`config.mk`:
```
export PLATFORM = sky130hd
export DESIGN_NAME = br_cond_ctrl_flat
export DESIGN_NICKNAME = d
export VERILOG_FILES = /design/src/rtl/br_cond_ctrl_pkg.sv /design/src/rtl/br_cond_ctrl_if.sv /design/src/rtl/br_cond_ctrl_fifo.sv /design/src/rtl/br_cond_ctrl.sv /design/src/flat_wrapper.sv
export SDC_FILE = /design/constraint.sdc
export NUM_CORES = 1
export LEC_CHECK = 0
export ABC_AREA = 1
export CAP_MARGIN = 25
export CORE_AREA = 2 2 39 41
export DETAILED_ROUTE_END_ITERATION = 12
export DIE_AREA = 0 0 41 43
export GPL_ROUTABILITY_DRIVEN = 0
export GPL_TIMING_DRIVEN = 0
export PLACE_DENSITY = 0.74
export SLEW_MARGIN = 20
export SYNTH_ARGS = -nofsm -noshare
export SYNTH_HDL_FRONTEND = slang
export SYNTH_SLANG_ARGS = --single-unit
export TNS_END_PERCENT = 50
```
`constraint.sdc`:
```
create_clock -name clk -period 1.8 [get_ports clk]
set_clock_uncertainty 0.05 [all_clocks]
set_input_delay 0.36 -clock clk [delete_from_list [all_inputs] [get_ports clk]]
set_output_delay 0.36 -clock clk [all_outputs]
set_load 0.03 [all_outputs]
```
`src/rtl/br_cond_ctrl_pkg.sv`:
```
`default_nettype none
// +----------------------------------------------------------------------------+
// | Package     : hdbe_ctrl_pkg                                                |
// | Description : Shared types and helpers for generated terminator blocks.    |
// | Revision    : 1.0 - initial release                                        |
// +----------------------------------------------------------------------------+
package hdbe_ctrl_pkg;

    localparam int c_def_id_width = 8;

    typedef enum logic [0:0] {
        OUT_EMPTY = 1'b0,
        OUT_FULL  = 1'b1
    } out_state_t;

    // Occupancy needs one extra bit so that "full" is distinguishable from "empty".
    function automatic int occ_width(input int depth);
        return $clog2(depth) + 1;
    endfunction

endpackage
`default_nettype wire

```
`src/rtl/br_cond_ctrl_if.sv`:
```
`default_nettype none
// +----------------------------------------------------------------------------+
// | Interface   : br_cond_ctrl_if                                              |
// | Description : Compare-result input and successor-issue output bundle.      |
// | Revision    : 1.0 - initial release                                        |
// +----------------------------------------------------------------------------+
interface br_cond_ctrl_if
    import hdbe_ctrl_pkg::*;
#(
    parameter int ParamIdWidth = c_def_id_width
) ();

    logic                    cond_valid;
    logic                    cond;
    logic                    cond_ready;
    logic                    succ_valid;
    logic [ParamIdWidth-1:0] succ_id;
    logic                    succ_ready;
    logic                    true_enable;
    logic                    false_enable;

    // Environment side: compare stage upstream plus successor scheduler downstream.
    modport master (
        output cond_valid,
        output cond,
        output succ_ready,
        input  cond_ready,
        input  succ_valid,
        input  succ_id,
        input  true_enable,
        input  false_enable
    );

    modport slave (
        input  cond_valid,
        input  cond,
        input  succ_ready,
        output cond_ready,
        output succ_valid,
        output succ_id,
        output true_enable,
        output false_enable
    );

endinterface
`default_nettype wire

```
`src/rtl/br_cond_ctrl_fifo.sv`:
```
`default_nettype none
// +----------------------------------------------------------------------------+
// | Module      : br_cond_fifo                                                 |
// | Description : 1-bit-wide synchronous FIFO with occupancy count.            |
// | Revision    : 1.0 - initial release                                        |
// +----------------------------------------------------------------------------+
module br_cond_fifo
    import hdbe_ctrl_pkg::*;
#(
    parameter int ParamFifoDepth = 2
) (
    input  wire logic                                   clk,
    input  wire logic                                   reset,
    input  wire logic                                   push,
    input  wire logic                                   din,
    input  wire logic                                   pop,
    output logic                                        dout,
    output logic                                        full,
    output logic                                        empty,
    output logic [occ_width(ParamFifoDepth)-1:0]        count
);

    localparam int c_ptr_w = $clog2(ParamFifoDepth);
    localparam int c_cnt_w = occ_width(ParamFifoDepth);

    logic [ParamFifoDepth-1:0] r_mem;
    logic [c_ptr_w-1:0]        r_wr_ptr;
    logic [c_ptr_w-1:0]        r_rd_ptr;
    logic [c_cnt_w-1:0]        r_count;
    logic                      w_push;
    logic                      w_pop;

    // Requests that would overflow or underflow are dropped here as a safety net.
    assign w_push = push && !full;
    assign w_pop  = pop && !empty;

    always_ff @(posedge clk) begin
        if (w_push) begin
            r_mem[r_wr_ptr] <= din;
        end
    end

    // Depth is a power of two, so natural pointer overflow gives the modulo wrap.
    always_ff @(posedge clk) begin
        if (reset) begin
            r_wr_ptr <= '0;
            r_rd_ptr <= '0;
            r_count  <= '0;
        end else begin
            if (w_push) begin
                r_wr_ptr <= r_wr_ptr + c_ptr_w'(1);
            end
            if (w_pop) begin
                r_rd_ptr <= r_rd_ptr + c_ptr_w'(1);
            end
            case ({w_push, w_pop})
                2'b10:   r_count <= r_count + c_cnt_w'(1);
                2'b01:   r_count <= r_count - c_cnt_w'(1);
                default: r_count <= r_count;
            endcase
        end
    end

    assign dout  = r_mem[r_rd_ptr];
    assign full  = (r_count == c_cnt_w'(ParamFifoDepth));
    assign empty = (r_count == '0);
    assign count = r_count;

endmodule
`default_nettype wire

```
`src/rtl/br_cond_ctrl.sv`:
```
`default_nettype none
// +----------------------------------------------------------------------------+
// | Module      : br_cond_ctrl                                                 |
// | Description : Conditional-branch terminator: buffers compare results and   |
// |               issues the taken / not-taken successor ID with a pulse.      |
// |               Define BR_COND_STATS_EN to add saturating branch counters.   |
// | Revision    : 1.0 - initial release                                        |
// +----------------------------------------------------------------------------+
module br_cond_ctrl
    import hdbe_ctrl_pkg::*;
#(
    parameter int ParamIdWidth   = c_def_id_width,
    parameter int ParamTrueId    = 1,
    parameter int ParamFalseId   = 2,
    parameter int ParamFifoDepth = 2
`ifdef BR_COND_STATS_EN
    ,
    parameter int ParamCntWidth  = 32
`endif
) (
    input  wire logic                clk,
    input  wire logic                reset,
    input  wire logic                enable,
    br_cond_ctrl_if.slave            bus
`ifdef BR_COND_STATS_EN
    ,
    output logic [ParamCntWidth-1:0] taken_count,
    output logic [ParamCntWidth-1:0] not_taken_count
`endif
);

    localparam logic [ParamIdWidth-1:0] c_true_id  = ParamIdWidth'(ParamTrueId);
    localparam logic [ParamIdWidth-1:0] c_false_id = ParamIdWidth'(ParamFalseId);

    out_state_t                              r_state;
    out_state_t                              w_state_nxt;
    logic                                    r_cond;
    logic                                    w_cond_ready;
    logic                                    w_fifo_push;
    logic                                    w_fifo_pop;
    logic                                    w_fifo_dout;
    logic                                    w_fifo_full;
    logic                                    w_fifo_empty;
    logic [occ_width(ParamFifoDepth)-1:0]    w_fifo_count;
    logic                                    w_unused_count;
    logic                                    w_handshake;
    logic                                    w_true_en;
    logic                                    w_false_en;

    // Ready looks only at registered occupancy, so a full FIFO never passes through.
    assign w_cond_ready = !reset && enable && !w_fifo_full;
    assign w_fifo_push  = bus.cond_valid && w_cond_ready;

    br_cond_fifo #(
        .ParamFifoDepth (ParamFifoDepth)
    ) u_fifo (
        .clk   (clk),
        .reset (reset),
        .push  (w_fifo_push),
        .din   (bus.cond),
        .pop   (w_fifo_pop),
        .dout  (w_fifo_dout),
        .full  (w_fifo_full),
        .empty (w_fifo_empty),
        .count (w_fifo_count)
    );

    assign w_unused_count = ^w_fifo_count;

    always_ff @(posedge clk) begin
        if (reset) begin
            r_state <= OUT_EMPTY;
            r_cond  <= 1'b0;
        end else begin
            r_state <= w_state_nxt;
            if (w_fifo_pop) begin
                r_cond <= w_fifo_dout;
            end
        end
    end

    // Every pop reloads the output register; a pop only happens when the slot is free.
    always_comb begin
        w_state_nxt = r_state;
        w_fifo_pop  = 1'b0;
        case (r_state)
            OUT_EMPTY: begin
                if (enable && !w_fifo_empty) begin
                    w_fifo_pop  = 1'b1;
                    w_state_nxt = OUT_FULL;
                end
            end
            OUT_FULL: begin
                if (enable && bus.succ_ready) begin
                    if (!w_fifo_empty) begin
                        w_fifo_pop = 1'b1;
                    end else begin
                        w_state_nxt = OUT_EMPTY;
                    end
                end
            end
            default: begin
                w_state_nxt = OUT_EMPTY;
            end
        endcase
    end

    // Reset masks the issue side so no handshake completes during a flush.
    assign w_handshake = !reset && (r_state == OUT_FULL) && enable && bus.succ_ready;
    assign w_true_en   = w_handshake && r_cond;
    assign w_false_en  = w_handshake && !r_cond;

    assign bus.cond_ready   = w_cond_ready;
    assign bus.succ_valid   = !reset && (r_state == OUT_FULL);
    assign bus.succ_id      = r_cond ? c_true_id : c_false_id;
    assign bus.true_enable  = w_true_en;
    assign bus.false_enable = w_false_en;

`ifdef BR_COND_STATS_EN
    logic [ParamCntWidth-1:0] r_taken_cnt;
    logic [ParamCntWidth-1:0] r_not_taken_cnt;

    always_ff @(posedge clk) begin
        if (reset) begin
            r_taken_cnt     <= '0;
            r_not_taken_cnt <= '0;
        end else begin
            if (w_true_en && !(&r_taken_cnt)) begin
                r_taken_cnt <= r_taken_cnt + ParamCntWidth'(1);
            end
            if (w_false_en && !(&r_not_taken_cnt)) begin
                r_not_taken_cnt <= r_not_taken_cnt + ParamCntWidth'(1);
            end
        end
    end

    assign taken_count     = r_taken_cnt;
    assign not_taken_count = r_not_taken_cnt;
`endif

endmodule
`default_nettype wire
```
`src/flat_wrapper.sv`:
```
// flat-port wrapper written by rule: the top's interface ports become plain ports
module br_cond_ctrl_flat import hdbe_ctrl_pkg::*;
#(
    parameter int ParamIdWidth   = c_def_id_width,
    parameter int ParamTrueId    = 1,
    parameter int ParamFalseId   = 2,
    parameter int ParamFifoDepth = 2

)
  (clk, reset, enable, bus_cond_valid, bus_cond, bus_succ_ready, bus_cond_ready, bus_succ_valid, bus_succ_id, bus_true_enable, bus_false_enable);
  br_cond_ctrl_if #(.ParamIdWidth(ParamIdWidth)) bus_i ();
  input  wire logic clk;
  input  wire logic reset;
  input  wire logic enable;
  input wire logic [$bits(bus_i.cond_valid)-1:0] bus_cond_valid;
  input wire logic [$bits(bus_i.cond)-1:0] bus_cond;
  input wire logic [$bits(bus_i.succ_ready)-1:0] bus_succ_ready;
  output wire logic [$bits(bus_i.cond_ready)-1:0] bus_cond_ready;
  output wire logic [$bits(bus_i.succ_valid)-1:0] bus_succ_valid;
  output wire logic [$bits(bus_i.succ_id)-1:0] bus_succ_id;
  output wire logic [$bits(bus_i.true_enable)-1:0] bus_true_enable;
  output wire logic [$bits(bus_i.false_enable)-1:0] bus_false_enable;
  assign bus_i.cond_valid = bus_cond_valid;
  assign bus_i.cond = bus_cond;
  assign bus_i.succ_ready = bus_succ_ready;
  assign bus_cond_ready = bus_i.cond_ready;
  assign bus_succ_valid = bus_i.succ_valid;
  assign bus_succ_id = bus_i.succ_id;
  assign bus_true_enable = bus_i.true_enable;
  assign bus_false_enable = bus_i.false_enable;
  br_cond_ctrl #(.ParamIdWidth(ParamIdWidth), .ParamTrueId(ParamTrueId), .ParamFalseId(ParamFalseId), .ParamFifoDepth(ParamFifoDepth)) u_core (.clk(clk), .reset(reset), .enable(enable), .bus(bus_i));
endmodule
```
# ---- Word-level counts from Yosys, hierarchy flattened
# Index checks and enable logic that the tools add are counted.
dict set report classes {
  addsub 4
  order_cmp 3
  n_eq_ne 3
  muxes 13
  bitwise_logic 1
  reduce_logical 19
}
# cell count
set ops {}
lappend ops {{$logic_and 1x1->1} 13}
lappend ops {{$mux 1} 7}
lappend ops {{$eq 2x2->1 const B} 2}
lappend ops {{$logic_not 1->1} 4}
lappend ops {{$lt 1x2->1 const B} 2}
lappend ops {{$pmux 1 s2} 2}
lappend ops {{$pmux 2 s2} 1}
lappend ops {{$add 1x1->1 const B} 2}
lappend ops {{$add 2x1->2 const B} 1}
lappend ops {{$bwmux 2} 1}
lappend ops {{$eq 2x1->1 const B} 1}
lappend ops {{$logic_not 2->1} 1}
lappend ops {{$mux 2} 1}
lappend ops {{$reduce_bool 2->1} 1}
lappend ops {{$sub 2x1->2 const B} 1}
lappend ops {{$demux 1 s1} 1}
lappend ops {{$ge 1x1->1 const B} 1}
lappend ops {{$not 1->1} 1}
dict set report totals {
  register_bits 8
  inputBits 6
  output_inout_bits 12
  elab_cells 49
}

# ---- Depth between registers and ports, before layout
dict set report logic_depth {
  word_depth 8
  ltp_mapped 9
  ltp_nobuf 9
}

# ---- Modules after synthesis
# A second synthesis with hierarchy kept.
dict set report unflattened {
  hier_cells 73
  area_unflattened_um2 515.5
}
# module instances cells_per_inst area_per_inst_um2 seq_area_each_um2
set by_module_without_submodules {}
lappend by_module_without_submodules {br_cond_fifo 1 41 310.3 140.1}
lappend by_module_without_submodules {br_cond_ctrl 1 32 205.2 40.0}

# ---- Worst setup path before layout
# OpenSTA, ideal clock, no wires.
dict set report synth_path {
  kind {register -> output}
  start {register u_core.r_cond}
  end {output bus_true_enable}
  arrival_ns 1.224
  t_required_ns 1.390
  path_slack_ns 0.166
  path_stages_with_launch 3
  path_buffers 0
  cell_sequence {dfxtp_1 inv_1 nor3_1}
}
dict set report synth_via {
  elab_chain_cells 1
}
# item line_no
set synth_rtl {}
lappend synth_rtl {{start: declaration} br_cond_ctrl.sv:37} ;# logic r_cond;
lappend synth_rtl {{start signal: assignment} br_cond_ctrl.sv:77} ;# r_cond <= w_fifo_dout;
lappend synth_rtl {{$logic_and 1x1->1} br_cond_ctrl.sv:110} ;# assign w_true_en = w_handshake && r_cond;
lappend synth_rtl {{end: declaration} flat_wrapper.sv:21} ;# output wire logic [$bits(bus_i.true_enable)-1:0] bus_true_enable;
# No other way between the ends.

# ---- Worst setup path in the final report
dict set report layout_path {
  start {input bus_succ_ready}
  end {output bus_false_enable}
}
dict set report layout_via {
  elab_chain_cells 2
}
# item line_no
set layout_rtl {}
lappend layout_rtl {{start: declaration} flat_wrapper.sv:17} ;# input wire logic [$bits(bus_i.succ_ready)-1:0] bus_succ_ready;
lappend layout_rtl {{$logic_and 1x1->1} br_cond_ctrl.sv:109} ;# assign w_handshake = !reset && (r_state == OUT_FULL) && enable && bus.succ_ready;
lappend layout_rtl {{$logic_and 1x1->1} br_cond_ctrl.sv:111} ;# assign w_false_en = w_handshake && !r_cond;
lappend layout_rtl {{end: declaration} flat_wrapper.sv:22} ;# output wire logic [$bits(bus_i.false_enable)-1:0] bus_false_enable;
# No other way between the ends.

==> flow_summary_export.csv <==
group,metric,value,unit
yosys,syn-cell-area,478,um^2
timing,fin_crit,1.72,ns
yosys,synth.area.top_cells,"dfxtp_1 (25%), nand2_1 (13%), edfxtp_1 (13%), buf_4 (11%), inv_1 (8.6%)",
power,p_int,0.364,mW
timing,fin_setup_tns,0,ns
routing,dr_total_vias,419,
power,p_switching,0.189,mW
yosys,yosysMostFrequentCell,"nand2_1",
cts,post_cts_buffers,0,
floorplanning,core,0.00138,mm^2
power,combPwrFrac,0.326,
layout,area_growth,35.1,%
yosys,synthArstFlopShare,0,
placement,dpl.hpwl,594,um
floorplanning,num_io_pins,18,
power,p_per_area,856,mW/mm^2
yosys,yosys_warnings,0,
routing,ant_nets,0,
timing,timing.hold.ws,0.453,ns
routing,viasPerCell,4.07,
worst_hold_path,holdPathStages,2,
global_routing,grt_pass1_wl,1140,um
routing,drc,0,
routing,wl_per_cell,7.04,um
cts,clock_latency,0.26,ns
cts,tritoncts,"built",
setup_path,end_kind,"output port",
setup_path,timing.rr.start,"u_core.u_fifo.count[0]",
global_routing,grt_pass1_vias,332,
power,swShare,0.342,
global_routing,gr-usage-all-layers,0.102,
global_routing,antenna_found_initial,0,
timing,finalCritPeriodShare,0.956,
timing,rsz0062_at_grt,"false",
yosys,ys_seq_elements,8,
global_routing,grt_max_degree,7,
outcome,status,"finished, final reports clean",
setup_path,r2r_end,"u_core.u_fifo.count[1]",
power,p_seq_frac,0.397,
global_routing,globalRouteOverflowTotal,0,
yosys,synth_cell_types,18,
timing,maxSlewViolCount,0,
cts,clk_pin_slew,0.06,ns
layout,drive_above_1_share,0.230,
layout,diodes,0,
cts,htreeDepth,1,
setup_path,crit_arrival,1.31,ns
setup_path,cp_cell_sequence,"clkdlybuf4s50_1 > nand2_1 > nor3_1 > buf_2",
cts,clock_sinks,8,
layout,final_util,0.467,
routing,wl_met2,328,um
yosys,postSynthAreaPerCell,7.13,um^2
cts,clock-root-buffer,"clkbuf_4",
cts,cts_hold_buf,0,
floorplanning,rows,14,
cts,clockBufferDepth,2,
worst_hold_path,min_path_type,"input port to flop",
routing,postRouteWirelength,725,um
setup_path,reg2reg_depth,8,
worst_hold_path,whs_endpoint,"u_core.u_fifo.count[0]",
yosys,yosys_most_used_dff,"dfxtp_1",
yosys,yosys.area.top_type,"dfxtp_1",
routing,met3_length,55,um
routing,drtIter0Drc,1,
setup_path,rrSetupSlack,0.32,ns
power,leakage,0.365,nW
worst_hold_path,min_from,"reset",
job,maxCapViolCount,0,
layout,final_cells,103,
setup_path,worstSetupPathType,"input port to output port",
layout,nNetsFinal,95,
yosys,syn_inst,67,
floorplanning,dieArea,0.00176,mm^2
placement,placedCellCount,99,
floorplanning,die_width,41,um
setup_path,slowest_delay,0.47,ns
setup_path,path_max_fanout,3,
yosys,yosysTopAreaCellShare,0.251,
power,clock_power_share,0.277,
setup_path,setup.worst_path.start_class,"input port",
floorplanning,die_y,43,um
yosys,ys_seq_area_frac,0.377,
power,vdd_drop_max,0.583,mV
timing,max_freq,581,MHz
yosys,synth_edf_count,2,
routing,dr.pass1.iters,2,
yosys,synth_common_cells,"nand2_1 (17), inv_1 (11), nor2_1 (8)",
timing,hold_viol,0,
setup_path,required,1.39,ns
placement,io_buffers,11,
cts,cts-buffers-inserted,3,
setup_path,cpMaxStageDelayCell,"clkdlybuf4s50_1",
routing,routed.top_layer,"met4",
routing,wl_met1,305,um
floorplanning,start_util,0.345,
power,power,0.553,mW
timing,setup_viol,0,
==> worst max-delay path, delay by kind of cell <==
| family | cells | cell delay, ns |
|---|---|---|
| and+or+nand+nor | 2 | 0.25 |
| buffers and inverters | 2 | 0.69 |
==> per-stage QoR <==
stage	instance area [um^2]	setup WS, ns
finish	646	0.0796
global route	646	0.0263
CTS	641	0.0210
detailed placement	627	-0.606
global placement	627	-0.593
floorplan	497	0.166
==> final cells by class <==
type	instances	area, um^2
Fill cell	143	738
Buffer	7	52.6
Tap cell	16	20.0
Inverter	12	45.0
Timing Repair Buffer	11	103
Multi-Input combinational cell	45	219
Clock buffer	4	26.3
Sequential cell	8	180
==> repair_timing <==
item | in CTS | in global routing
cloned | 0 | 0
setup endpoints to repair | 4 | 2
resized for setup | 23 | 2
pin swaps | 0 | 0
==> cell families after synthesis <==
logic type,synth area share
AOI/OAI and AO/OA,0.0209
xor gates and xnor gates,0.0183
adders and majority gates,0.0262
buffers and inverters,0.204
DFF,0.377
other,0.00785
and+or+nand+nor,0.346
==> cells in the final DEF (no fill, tap or decap), types with 3 or more instances in the layout <==
cell             Yosys  routed
conb_1               1       6
nand2_1             17      17
nor2_1               8       8
inv_1               11      10
buf_4                7       7
clkbuf_4             0       3
clkdlybuf4s50_1      0       3
dfxtp_1              6       6
==> power groups by stage <==
stage | sequential [mW] | combinational (mW) | clock, mW
global route | 0.223 | 0.201 | 0.167
detailed placement | 0.224 | 0.185 | 0
floorplan | 0.221 | 0.137 | 0
global placement | 0.223 | 0.182 | 0
CTS | 0.220 | 0.183 | 0.159
finish | 0.220 | 0.180 | 0.153
==> metal layers <==
| layer | up-vias | global-route usage |
|---|---|---|
| met1 | 170 | 0.106 |
| li1 | 231 | - |
| met4 | 0 | 0.120 |
| met3 | 5 | 0.0314 |
| met2 | 13 | 0.141 |
| met5 | - | 0 |
==> flip-flops by register name (all words and copies together), names as in the netlist <==
signal and flops:
u_core.u_fifo.r_mem 2, u_core.u_fifo.r_wr_ptr 1, u_core.u_fifo.count 2, u_core.r_cond 1, u_core.r_state 1, u_core.u_fifo.r_rd_ptr 1
==> worst max-delay path by stage <==
stage	start	end	cells past startpoint
2_1_floorplan	u_core.r_cond	bus_true_enable	2
3_3_place_gp	reset	bus_true_enable	5
3_5_place_dp	reset	bus_false_enable	5
4_1_cts	u_core.r_cond	bus_succ_id[0]	2
5_1_grt	bus_succ_ready	bus_false_enable	4
6_report	bus_succ_ready	bus_false_enable	4
Note: power is estimated with default switching activity, not from simulation.
